--- src/rtl/scan_mux_pkg.sv ---
// Shared types and constants for the scanning channel multiplexer.
// Holds the FSM state encoding, mode encoding and the index-width helper.
package scan_mux_pkg;

    typedef enum logic [1:0] {
        ST_IDLE   = 2'd0,
        ST_MANUAL = 2'd1,
        ST_SCAN   = 2'd2
    } state_t;

    localparam logic MODE_MANUAL = 1'b0;
    localparam logic MODE_SCAN   = 1'b1;

    // Channel-index width; never narrower than one bit.
    function automatic int sw_of(input int n);
        return ($clog2(n) > 1) ? $clog2(n) : 1;
    endfunction

endpackage

--- src/rtl/scan_mux_dwell_counter.sv ---
// Dwell counter: counts 0..DWELL-1 while run is high and flags the last count.
// A clear always wins, so each new channel visit starts from zero.
module dwell_counter #(
    parameter int DWELL = 4
) (
    input  logic clk,
    input  logic rst_n,
    input  logic clear,
    input  logic run,
    output logic tc
);
    localparam int CW = (DWELL > 1) ? $clog2(DWELL) : 1;
    localparam logic [CW-1:0] LAST = CW'(DWELL - 1);

    logic [CW-1:0] cnt_reg;
    logic [CW-1:0] cnt_next;

    assign tc = run && (cnt_reg == LAST);

    always_comb begin
        cnt_next = cnt_reg;
        if (clear) begin
            cnt_next = '0;
        end else if (run) begin
            cnt_next = tc ? '0 : cnt_reg + CW'(1);
        end
    end

    always_ff @(posedge clk or negedge rst_n) begin
        if (!rst_n) begin
            cnt_reg <= '0;
        end else begin
            cnt_reg <= cnt_next;
        end
    end

endmodule

--- src/rtl/scan_mux.sv ---
// Registered N-way channel multiplexer with manual select and timed auto-scan.
// Outputs reflect the mode requested on the same edge, giving one-cycle latency.
module scan_mux
    import scan_mux_pkg::*;
#(
    parameter int W     = 8,
    parameter int N     = 4,
    parameter int DWELL = 4,
    localparam int SW   = sw_of(N)
) (
    input  logic           clk,
    input  logic           rst_n,
    input  logic [N*W-1:0] din,
    input  logic           en,
    input  logic           mode,
    input  logic [SW-1:0]  sel,
    output logic [W-1:0]   dout,
    output logic [SW-1:0]  ch,
    output logic           out_valid,
    output logic           wrap,
    output logic           sel_err
);
    localparam logic [SW-1:0] LAST_CH = SW'(N - 1);

    state_t        state_reg, state_next;
    logic [W-1:0]  dout_reg, dout_next;
    logic [SW-1:0] ch_reg, ch_next;
    logic [SW-1:0] ch_cur_reg, ch_cur_next;
    logic          valid_reg, valid_next;
    logic          wrap_reg, wrap_next;
    logic          sel_err_reg, sel_err_next;

    logic          scan_next;
    logic          tc;
    logic          sel_ok;
    logic [SW-1:0] pick;
    logic [W-1:0]  picked;
    int            base;

    assign scan_next = (state_next == ST_SCAN);

    dwell_counter #(
        .DWELL(DWELL)
    ) u_dwell (
        .clk  (clk),
        .rst_n(rst_n),
        .clear(!scan_next),
        .run  (scan_next),
        .tc   (tc)
    );

    always_comb begin
        state_next = ST_IDLE;
        if (en) begin
            state_next = (mode == MODE_SCAN) ? ST_SCAN : ST_MANUAL;
        end
    end

    always_comb begin
        sel_ok       = int'(sel) < N;
        pick         = scan_next ? ch_cur_reg : sel;
        base         = int'(pick) * W;
        picked       = din[base +: W];
        dout_next    = dout_reg;
        ch_next      = ch_reg;
        ch_cur_next  = ch_cur_reg;
        valid_next   = 1'b0;
        wrap_next    = 1'b0;
        sel_err_next = 1'b0;

        case (state_next)
            ST_MANUAL: begin
                if (sel_ok) begin
                    dout_next  = picked;
                    ch_next    = sel;
                    valid_next = 1'b1;
                end else begin
                    sel_err_next = 1'b1;
                end
            end
            ST_SCAN: begin
                dout_next  = picked;
                ch_next    = ch_cur_reg;
                valid_next = 1'b1;
                // ch_cur only sits at 0 right after ch showed N-1 when the scan just wrapped.
                wrap_next  = (state_reg == ST_SCAN) && (ch_reg == LAST_CH) && (ch_cur_reg == '0);
                if (tc) begin
                    ch_cur_next = (ch_cur_reg == LAST_CH) ? '0 : ch_cur_reg + SW'(1);
                end
            end
            default: ;
        endcase

        // Outside SCAN the scan pointer follows ch, so a later scan starts there.
        if (!scan_next) begin
            ch_cur_next = ch_next;
        end
    end

    always_ff @(posedge clk or negedge rst_n) begin
        if (!rst_n) begin
            state_reg   <= ST_IDLE;
            dout_reg    <= '0;
            ch_reg      <= '0;
            ch_cur_reg  <= '0;
            valid_reg   <= 1'b0;
            wrap_reg    <= 1'b0;
            sel_err_reg <= 1'b0;
        end else begin
            state_reg   <= state_next;
            dout_reg    <= dout_next;
            ch_reg      <= ch_next;
            ch_cur_reg  <= ch_cur_next;
            valid_reg   <= valid_next;
            wrap_reg    <= wrap_next;
            sel_err_reg <= sel_err_next;
        end
    end

    assign dout      = dout_reg;
    assign ch        = ch_reg;
    assign out_valid = valid_reg;
    assign wrap      = wrap_reg;
    assign sel_err   = sel_err_reg;

endmodule

--- config.mk ---
export PLATFORM = sky130hd
export DESIGN_NAME = scan_mux
export DESIGN_NICKNAME = d
export VERILOG_FILES = /design/src/rtl/scan_mux_pkg.sv /design/src/rtl/scan_mux_dwell_counter.sv /design/src/rtl/scan_mux.sv
export SDC_FILE = /design/constraint.sdc
export NUM_CORES = 1
export LEC_CHECK = 0
export CORE_ASPECT_RATIO = 1.5
export CORE_MARGIN = 3
export CORE_UTILIZATION = 35
export DETAILED_ROUTE_END_ITERATION = 7
export PLACE_DENSITY = 0.74
export SLEW_MARGIN = 25
export SYNTH_ARGS = -nofsm -noshare
export SYNTH_HDL_FRONTEND = slang
export SYNTH_SLANG_ARGS = --single-unit
--- constraint.sdc ---
create_clock -name clk -period 2 [get_ports clk]
set_input_delay 0.6 -clock clk [delete_from_list [all_inputs] [get_ports clk]]
set_output_delay 0.6 -clock clk [all_outputs]
set_load 0.02 [all_outputs]
## Word level (Yosys, flattened, before mapping)

Index checks and enable logic that the tools add are counted.

- Reductions and logical operators: 5
- Muxes and demuxes: 11
- Add/sub/neg operators: 2
- Equality and inequality tests: 7
- Shifts and indexed selects: 1

Operators with widths:

| operator | number |
|---|---|
| $shiftx A32 B6 Y8 | 1 |
| $mux W2 | 8 |
| $eq A2 B2 Y1 const B | 5 |
| $add A2 B1 Y2 const B | 2 |
| $pmux W2 S2 | 1 |
| $logic_and A1 B1 Y1 | 3 |
| $eq A2 B1 Y1 const B | 1 |
| $logic_not A2 Y1 | 1 |
| $mux W1 | 2 |
| $ne A2 B1 Y1 const B | 1 |
| $reduce_or A2 Y1 | 1 |

- Input port bits: 38
- Register bits: 18
- Output and inout port bits: 13

## Depth between registers and ports, before layout

Gate-level depths: netlist (run 1).

- Word-level depth: 6
- Gate-level depth with buffers: 6
- Depth with buffers taken out: 5

## Cells and area by module

A second synthesis (run 1) with hierarchy kept.

- Cell total of the unflattened synthesis: 94
- Area total of the unflattened synthesis: 1022.2 µm²

Modules (own cells, without submodules):

| module | instances | cells each | area each (µm²) |
|---|---|---|---|
| scan_mux | 1 | 85 | 915.9 |
| dwell_counter | 1 | 9 | 106.4 |

## Least setup slack after synthesis (run 1)

Ideal clock, no wire load.

- Path type: input to register
- Start: input port en
- End: register dout_reg[0], in the netlist dout[0]
- Data arrival time: 1.618 ns
- Stages on the path: 6
- Setup slack: 0.288 ns
- Path buffers: 1
- Setup time: 0.094 ns
- Cells stage by stage: buf_6 -> nand2_4 -> inv_2 -> a31oi_1 -> o22ai_1 -> a211oi_1

- Word-level cells in the longest chain between the ends: 4
- Elaborated cells between the ends (all ways): 6
- Those cells by class: eq/ne (2); shift (1); mux (2); reduce/logical (1)

RTL lines:

| element | RTL line | RTL |
|---|---|---|
| start: declaration | scan_mux.sv:14 | `input logic en,` |
| $mux W2 (*) | scan_mux.sv:54 | `if (en) begin` |
| via state_next[1] | scan_mux.sv:25 | `state_t state_reg, state_next;` |
| $eq A2 B2 Y1 | scan_mux.sv:40, scan_mux.sv:71 |  |
| $mux W2 | scan_mux.sv:61 | `pick = scan_next ? ch_cur_reg : sel;` |
| $shiftx A32 B6 Y8 | scan_mux.sv:63 | `picked = din[base +: W];` |
| end signal: assignment | scan_mux.sv:111 | `dout_reg <= dout_next;` |
| end: declaration | scan_mux.sv:26 | `logic [W-1:0] dout_reg, dout_next;` |

The timed path passes the listed nets; every way through them passes the cells marked *.
A chain may end at the register's enable or synchronous reset.

## Worst setup path after layout (run 1)

- Start: register ch_reg[0], in the netlist ch[0]
- End: output port ch[0]

RTL lines:

| element | RTL line | RTL |
|---|---|---|
| start: declaration | scan_mux.sv:27 | `logic [SW-1:0] ch_reg, ch_next;` |
| start signal: assignment | scan_mux.sv:112 | `ch_reg <= ch_next;` |
| end: declaration | scan_mux.sv:18 | `output logic [SW-1:0] ch,` |

No word-level cell between the ends.

==> impl_metrics.json, run 1 <==
{
  "crit_arrival_ns": 1.29,
  "number_of_flip_flops_in_the_largest_register": 8,
  "crit_path_slowest_cell": "sky130_fd_sc_hd__clkdlybuf4s50_1",
  "fin_worst_skew_ns": 0.00944,
  "tritoncts.num_buffers": 3,
  "dieWidth_um": 48.4,
  "place.gp.congestion": 0.833,
  "critical_path.max_fanout": 3,
  "dr.pass1.iters": 4,
  "global_route_met2_usage": 0.278,
  "route.detailed.drc": 0,
  "design.final.nets": 188,
  "pin_count_of_the_biggest_net_entering_global_routing": 19,
  "fill_cells": 201,
  "hold_buf_count_cts": 0,
  "core_area_um2": 2500,
  "power.density_cell_area_nw_per_um2": 647,
  "rsz_0062_raised_after_global_routing": "no",
  "yosys.cell_types.count": 28,
  "area.growth.synth_to_final_pct": 68.1,
  "final_core_util": 0.634,
  "hold_class": "register to register",
  "maximum_capacitance_violations": 0,
  "overall_via_count_from_detail_route": 927,
  "initial_drc_count": 21,
  "syn_area_um2": 945,
  "report.final.hold_viol_count": 0,
  "path_cells": "clkdlybuf4s50_1",
  "yosys_warnings": 0,
  "critPathTopFamily": "buffers and inverters",
  "post_synth_inst_count": 88,
  "cts_num_sinks": 18,
  "antennaDiodeCount": 0,
  "flops_latches_synth": 18,
  "final-max-slew-violation-count": 0,
  "critical_path.startpoint_type": "register",
  "timing.setup.tns_ns": 0,
  "fp.dieArea_um2": 3370,
  "cts_post_setup_buffers_inserted": 0,
  "run_status": "finished clean",
  "grt_util_all_layers": 0.160,
  "grt_first_pass_wirelength_um": 4240,
  "max_stage_delay_ns": 0.62,
  "synth_nets": 129,
  "tritoncts": "done",
  "chipHeight_um": 69.6,
  "clk_pin_slew_ns": 0.10,
  "first_global_vias": 987,
  "critPathBufInv": 1,
  "clock.fmax_mhz": 529,
  "placementRows": 22,
  "detail-route-antenna-nets": 0,
  "clock_tree.buffer_depth": 2,
  "timing.final.crit_period_ns": 1.89,
  "vias_per_cell": 5.09,
  "busiest_layer": "met2",
  "worst_ep_required_time_ns": 1.40,
  "cp_class": "register to primary output",
  "finalCritPeriodShare": 0.946,
  "wl_um": 2510,
  "initial_antenna_violation_count": 0,
  "cp-end-kind": "primary output",
  "synth.yosys.seq_area_share": 0.477,
  "ir_drop_v": 0.000380,
  "groute.layer.met3.usage": 0.0323,
  "io-pin-count": 51,
  "place_hpwl_um": 2000,
  "total_leakage_power_nw": 0.695,
  "cts.htree.levels": 1,
  "io_buffers": 49,
  "drive_gt1_frac": 0.151,
  "fin_worst_hold_slack_ns": 0.406,
  "grt.overflow.total": 0,
  "syn_area_cell_um2": 10.7,
  "clk_latency_ns": 0.30,
  "wl_per_cell_um": 13.8,
  "root_buffer": "sky130_fd_sc_hd__clkbuf_4",
  "groute.layer.met1.usage": 0.180,
  "start_util": 0.377,
  "setup_viol": 0
}
==> per-stage QoR <==
stage | instance area, um^2 | std cells | power [mW] | worst slack, ns
after CTS | 1580 | 182 | 1.04 | 0.0158
after detailed placement | 1530 | 178 | 0.811 | -0.445
after global routing | 1590 | 182 | 1.08 | 0.00994
after global placement | 1530 | 178 | 0.802 | -0.373
after floorplan | 945 | 88 | 0.604 | 0.288
final | 1590 | 182 | 1.03 | 0.109
==> worst paths after layout <==
check,from,depth (start not counted),to,slack (ns)
min reg2reg,state_reg[0]$_DFF_PN0_,1,wrap$_DFF_PN0_,0.41
max in group asynchronous,rst_n,2,u_dwell.cnt_reg[1]$_DFF_PN0_,1.16
min in group asynchronous,rst_n,2,dout[1]$_DFFE_PN0N_,0.63
min,state_reg[0]$_DFF_PN0_,1,wrap$_DFF_PN0_,0.41
max reg2reg,ch_cur_reg[0]$_DFFE_PN0P_,4,dout[0]$_DFFE_PN0N_,0.44
max,ch[0]$_DFF_PN0_,1,ch[0],0.11
==> synth_stat cells <==
library cell / count / share of area
sky130_fd_sc_hd__dfrtp_1: 18 / 0.48
sky130_fd_sc_hd__mux2i_1: 10 / 0.11
sky130_fd_sc_hd__nor2_1: 9 / 0.036
sky130_fd_sc_hd__a211oi_1: 8 / 0.064
sky130_fd_sc_hd__o22ai_1: 8 / 0.053
sky130_fd_sc_hd__inv_1: 4 / 0.016
sky130_fd_sc_hd__ha_1: 3 / 0.040
sky130_fd_sc_hd__o21ai_0: 3 / 0.016
sky130_fd_sc_hd__a21oi_1: 2 / 0.011
sky130_fd_sc_hd__a31oi_1: 2 / 0.013
sky130_fd_sc_hd__and2b_2: 2 / 0.019
sky130_fd_sc_hd__clkbuf_1: 2 / 0.0079
sky130_fd_sc_hd__nor3_1: 2 / 0.011
sky130_fd_sc_hd__a32oi_1: 1 / 0.0093
sky130_fd_sc_hd__and2_2: 1 / 0.0079
sky130_fd_sc_hd__and3_2: 1 / 0.0079
sky130_fd_sc_hd__buf_4: 1 / 0.0079
sky130_fd_sc_hd__buf_6: 1 / 0.012
sky130_fd_sc_hd__conb_1: 1 / 0.0040
sky130_fd_sc_hd__inv_2: 1 / 0.0040
sky130_fd_sc_hd__mux2i_4: 1 / 0.024
sky130_fd_sc_hd__nand2_1: 1 / 0.0040
sky130_fd_sc_hd__nand2_4: 1 / 0.012
sky130_fd_sc_hd__nand3_1: 1 / 0.0053
sky130_fd_sc_hd__nor4_1: 1 / 0.0066
sky130_fd_sc_hd__nor4b_1: 1 / 0.0093
sky130_fd_sc_hd__nor4bb_1: 1 / 0.011
sky130_fd_sc_hd__o21a_1: 1 / 0.0079
==> power breakdown <==
part	switching, mW	internal (mW)
combinational	0.160	0.200
sequential	0.0329	0.410
clock	0.113	0.111
==> placed cells by master (no fill, tap or decap), types with 2 or more instances in the layout <==
master	Yosys	final
sky130_fd_sc_hd__a211oi_1	8	8
sky130_fd_sc_hd__a21oi_1	2	2
sky130_fd_sc_hd__a31oi_2	0	2
sky130_fd_sc_hd__and2b_2	2	2
sky130_fd_sc_hd__buf_4	1	8
sky130_fd_sc_hd__clkbuf_4	0	3
sky130_fd_sc_hd__clkdlybuf4s50_1	0	47
sky130_fd_sc_hd__dfrtp_1	18	18
sky130_fd_sc_hd__dlymetal6s2s_1	0	2
sky130_fd_sc_hd__ha_1	3	3
sky130_fd_sc_hd__inv_1	4	4
sky130_fd_sc_hd__mux2i_1	10	10
sky130_fd_sc_hd__nor2_1	9	9
sky130_fd_sc_hd__nor3_1	2	2
sky130_fd_sc_hd__o21ai_0	3	3
sky130_fd_sc_hd__o22ai_1	8	8
==> logic make-up after synthesis <==
logic type                 synth area share
AOI/OAI and AO/OA                     0.174
muxes                                 0.130
DFF                                   0.477
buffers and inverters                0.0477
and+or+nand+nor                       0.128
adders and majority gates            0.0397
other                               0.00397
==> layout make-up <==
| cell class | instances | area [um^2] | share of cell area |
|---|---|---|---|
| Timing Repair Buffer | 58 | 576 | 0.362 |
| Clock buffer | 4 | 36.3 | 0.0229 |
| Inverter | 5 | 18.8 | 0.0118 |
| Tap cell | 36 | 45.0 | 0.0284 |
| Multi-Input combinational cell | 61 | 462 | 0.291 |
| Sequential cell | 18 | 450 | 0.284 |
==> layer usage <==
layer | wire (um) | share of wire
met1 | 943 | 0.38
met2 | 1330 | 0.53
met3 | 176 | 0.070
met4 | 68 | 0.027
met5 | 0 | 0
==> repair_timing <==
item                                   in CTS  in global routing
endpoints found under the hold margin       0                  0
pin swaps                                   0                  0
gates resized for setup                     2                  2
setup endpoints to repair                   8                  8
(Power assumes the default switching activity.)
==> run 2: changes to the inputs <==
--- a/config.mk
+++ b/config.mk
@@ -5,11 +5,12 @@
 export SDC_FILE = /design/constraint.sdc
 export NUM_CORES = 1
 export LEC_CHECK = 0
-export CORE_ASPECT_RATIO = 1.5
+export CORE_ASPECT_RATIO = 1.75
 export CORE_MARGIN = 3
 export CORE_UTILIZATION = 35
 export DETAILED_ROUTE_END_ITERATION = 7
 export PLACE_DENSITY = 0.74
+export REMOVE_ABC_BUFFERS = 1
 export SLEW_MARGIN = 25
 export SYNTH_ARGS = -nofsm -noshare
 export SYNTH_HDL_FRONTEND = slang
==> constraint.sdc (replaced) <==
create_clock -name clk -period 2 [get_ports clk]
set_input_delay 0.4 -clock clk [delete_from_list [all_inputs] [get_ports clk]]
set_output_delay 0.4 -clock clk [all_outputs]
set_load 0.02 [all_outputs]
==> run 2 against run 1 <==
- setup slack got worse by 0.0059 ns
- wire length increased by 8.6%
- largest power group unchanged
- clock skew decreased by 0.0065 ns
- cell count decreased by 6.0%
==> impl_metrics.json, run 2 (synthesis results as in run 1) <==
{
  "run_status": "finished clean",
  "tritoncts": "done",
  "hold_class": "register to register",
  "clk_latency_ns": 0.26,
  "cts_post_setup_buffers_inserted": 0,
  "crit_arrival_ns": 2.05,
  "power_frac_clock": 0.236,
  "grt_util_all_layers": 0.184,
  "detailedPlace.worstSlack_ns": -0.361,
  "maximum_capacitance_violations": 0,
  "dr.pass1.iters": 3,
  "detail-route-antenna-nets": 0,
  "initial_antenna_violation_count": 0,
  "placementRows": 24,
  "place_hpwl_um": 2190,
  "initial_drc_count": 7,
  "vias_per_cell": 5.43,
  "io-pin-count": 51,
  "worst_slew_margin_rel": 0.665,
  "wl_um": 2730,
  "report.final.hold_viol_count": 0,
  "cp_class": "primary input to register",
  "grt_first_pass_wirelength_um": 4460,
  "critical_path.startpoint_type": "primary input",
  "multiInputGateArea_um2": 462,
  "clock_tree.buffer_depth": 2,
  "place.gp.congestion": 0.840,
  "fp.dieArea_um2": 3380,
  "design.final.nets": 188,
  "fill_cells": 216,
  "final-seq-area_um2": 450,
  "mostFrequentLayoutCell": "sky130_fd_sc_hd__clkdlybuf4s50_1",
  "first_global_vias": 1019,
  "tritoncts.num_buffers": 3,
  "final_core_util": 0.625,
  "power_switching_mw": 0.314,
  "total_leakage_power_nw": 0.677,
  "p_comb_frac": 0.344,
  "number_of_flip_flops_in_the_largest_register": 8,
  "finalCritPeriodShare": 0.949,
  "timing.final.crit_period_ns": 1.90,
  "wl_per_cell_um": 16.0,
  "power.density_cell_area_nw_per_um2": 673,
  "area.growth.synth_to_final_pct": 66.8,
  "power_switching_share": 0.296,
  "hold_buf_count_cts": 0,
  "ir_drop_v": 0.000379,
  "dieWidth_um": 45.3,
  "drive_gt1_frac": 0.145,
  "post_cts_resize_count": 2,
  "start_util": 0.375,
  "cp-end-kind": "register",
  "grt.overflow.total": 0,
  "clk_pin_slew_ns": 0.06,
  "clock.fmax_mhz": 527,
  "core_area_um2": 2520,
  "cts.htree.levels": 1,
  "worst_ep_required_time_ns": 2.15,
  "layout_setup_ws_ns": 0.103,
  "final-max-slew-violation-count": 0,
  "root_buffer": "sky130_fd_sc_hd__clkbuf_8",
  "io_buffers": 49,
  "total_power_mw": 1.06,
  "cts_num_sinks": 18,
  "chipHeight_um": 74.7,
  "worst-slew-pin-transition_ns": 0.501,
  "final_cell_mix": "49 x sky130_fd_sc_hd__clkdlybuf4s50_1, 18 x sky130_fd_sc_hd__dfrtp_1, 10 x sky130_fd_sc_hd__mux2i_1",
  "critical_path.max_fanout": 8,
  "pin_count_of_the_biggest_net_entering_global_routing": 19,
  "fin_worst_skew_ns": 0.00299,
  "route.detailed.drc": 0,
  "p_seq_frac": 0.421,
  "setup_viol": 0,
  "antennaDiodeCount": 0,
  "overall_via_count_from_detail_route": 928,
  "p_int_mw": 0.747,
  "rsz_0062_raised_after_global_routing": "no"
}
==> run 2: changes by cell type in the layout (fill, tap and decap cells not counted), sizes merged <==
cell / delta
clkbuf: -1
clkdlybuf4s50: +2
dlymetal6s2s: -2
==> run 2: layout make-up <==
| type | instances | share of cell area |
|---|---|---|
| sequential | 18 | 0.286 |
| clock buffer | 3 | 0.0262 |
| timing repair buffer | 58 | 0.362 |
| inverter | 5 | 0.0119 |
| tap | 26 | 0.0207 |
| multi-input combinational | 61 | 0.293 |
==> run 2: power by group through the flow <==
stage	sequential [mW]	combinational [mW]	clock, mW
floorplan	0.493	0.103	0
global placement	0.449	0.355	0
detailed placement	0.451	0.365	0
CTS	0.446	0.370	0.254
global route	0.452	0.394	0.270
finish	0.446	0.365	0.250
==> run 2: stage by stage <==
step | instance area [um^2] | instances | setup TNS [ns] | hold slack [ns]
floorplan | 918 | 84 | 0 | 0.104
global placement | 1520 | 168 | -1.04 | 0.402
detailed placement | 1520 | 168 | -2.25 | 0.404
CTS | 1580 | 171 | 0 | 0.412
global route | 1580 | 171 | 0 | 0.425
finish | 1580 | 171 | 0 | 0.406
==> run 2: per-layer routing <==
layer | GRT usage | routed length (um) | share of wire | vias up
met3 | 0.0239 | 107 | 0.039 | 7
met5 | 0 | 0 | 0 | -
met2 | 0.333 | 1590 | 0.58 | 28
met4 | 0.124 | 78 | 0.029 | 0
li1 | - | - | - | 440
met1 | 0.186 | 958 | 0.35 | 453
==> run 2: final timing paths <==
check | startpoint | end | slack [ns] | cells past startpoint
worst max-delay path | en | dout[4]$_DFFE_PN0N_ | 0.10 | 8
worst min-delay path | state_reg[0]$_DFF_PN0_ | wrap$_DFF_PN0_ | 0.41 | 1
worst max register to register | ch_cur_reg[0]$_DFFE_PN0P_ | dout[4]$_DFFE_PN0N_ | 0.36 | 4
worst min register to register | state_reg[0]$_DFF_PN0_ | wrap$_DFF_PN0_ | 0.41 | 1
max in group asynchronous | rst_n | dout[5]$_DFFE_PN0N_ | 1.34 | 2
min in group asynchronous | rst_n | out_valid$_DFF_PN0_ | 0.47 | 2
==> run 2: worst max-delay path, cell delays in order <==
cell	delay [ns]
sky130_fd_sc_hd__clkdlybuf4s50_1	0.60
sky130_fd_sc_hd__nand2_4	0.07
sky130_fd_sc_hd__inv_2	0.11
sky130_fd_sc_hd__buf_4	0.14
sky130_fd_sc_hd__mux2i_4	0.24
sky130_fd_sc_hd__buf_12	0.16
sky130_fd_sc_hd__mux2i_1	0.07
sky130_fd_sc_hd__a211oi_1	0.27
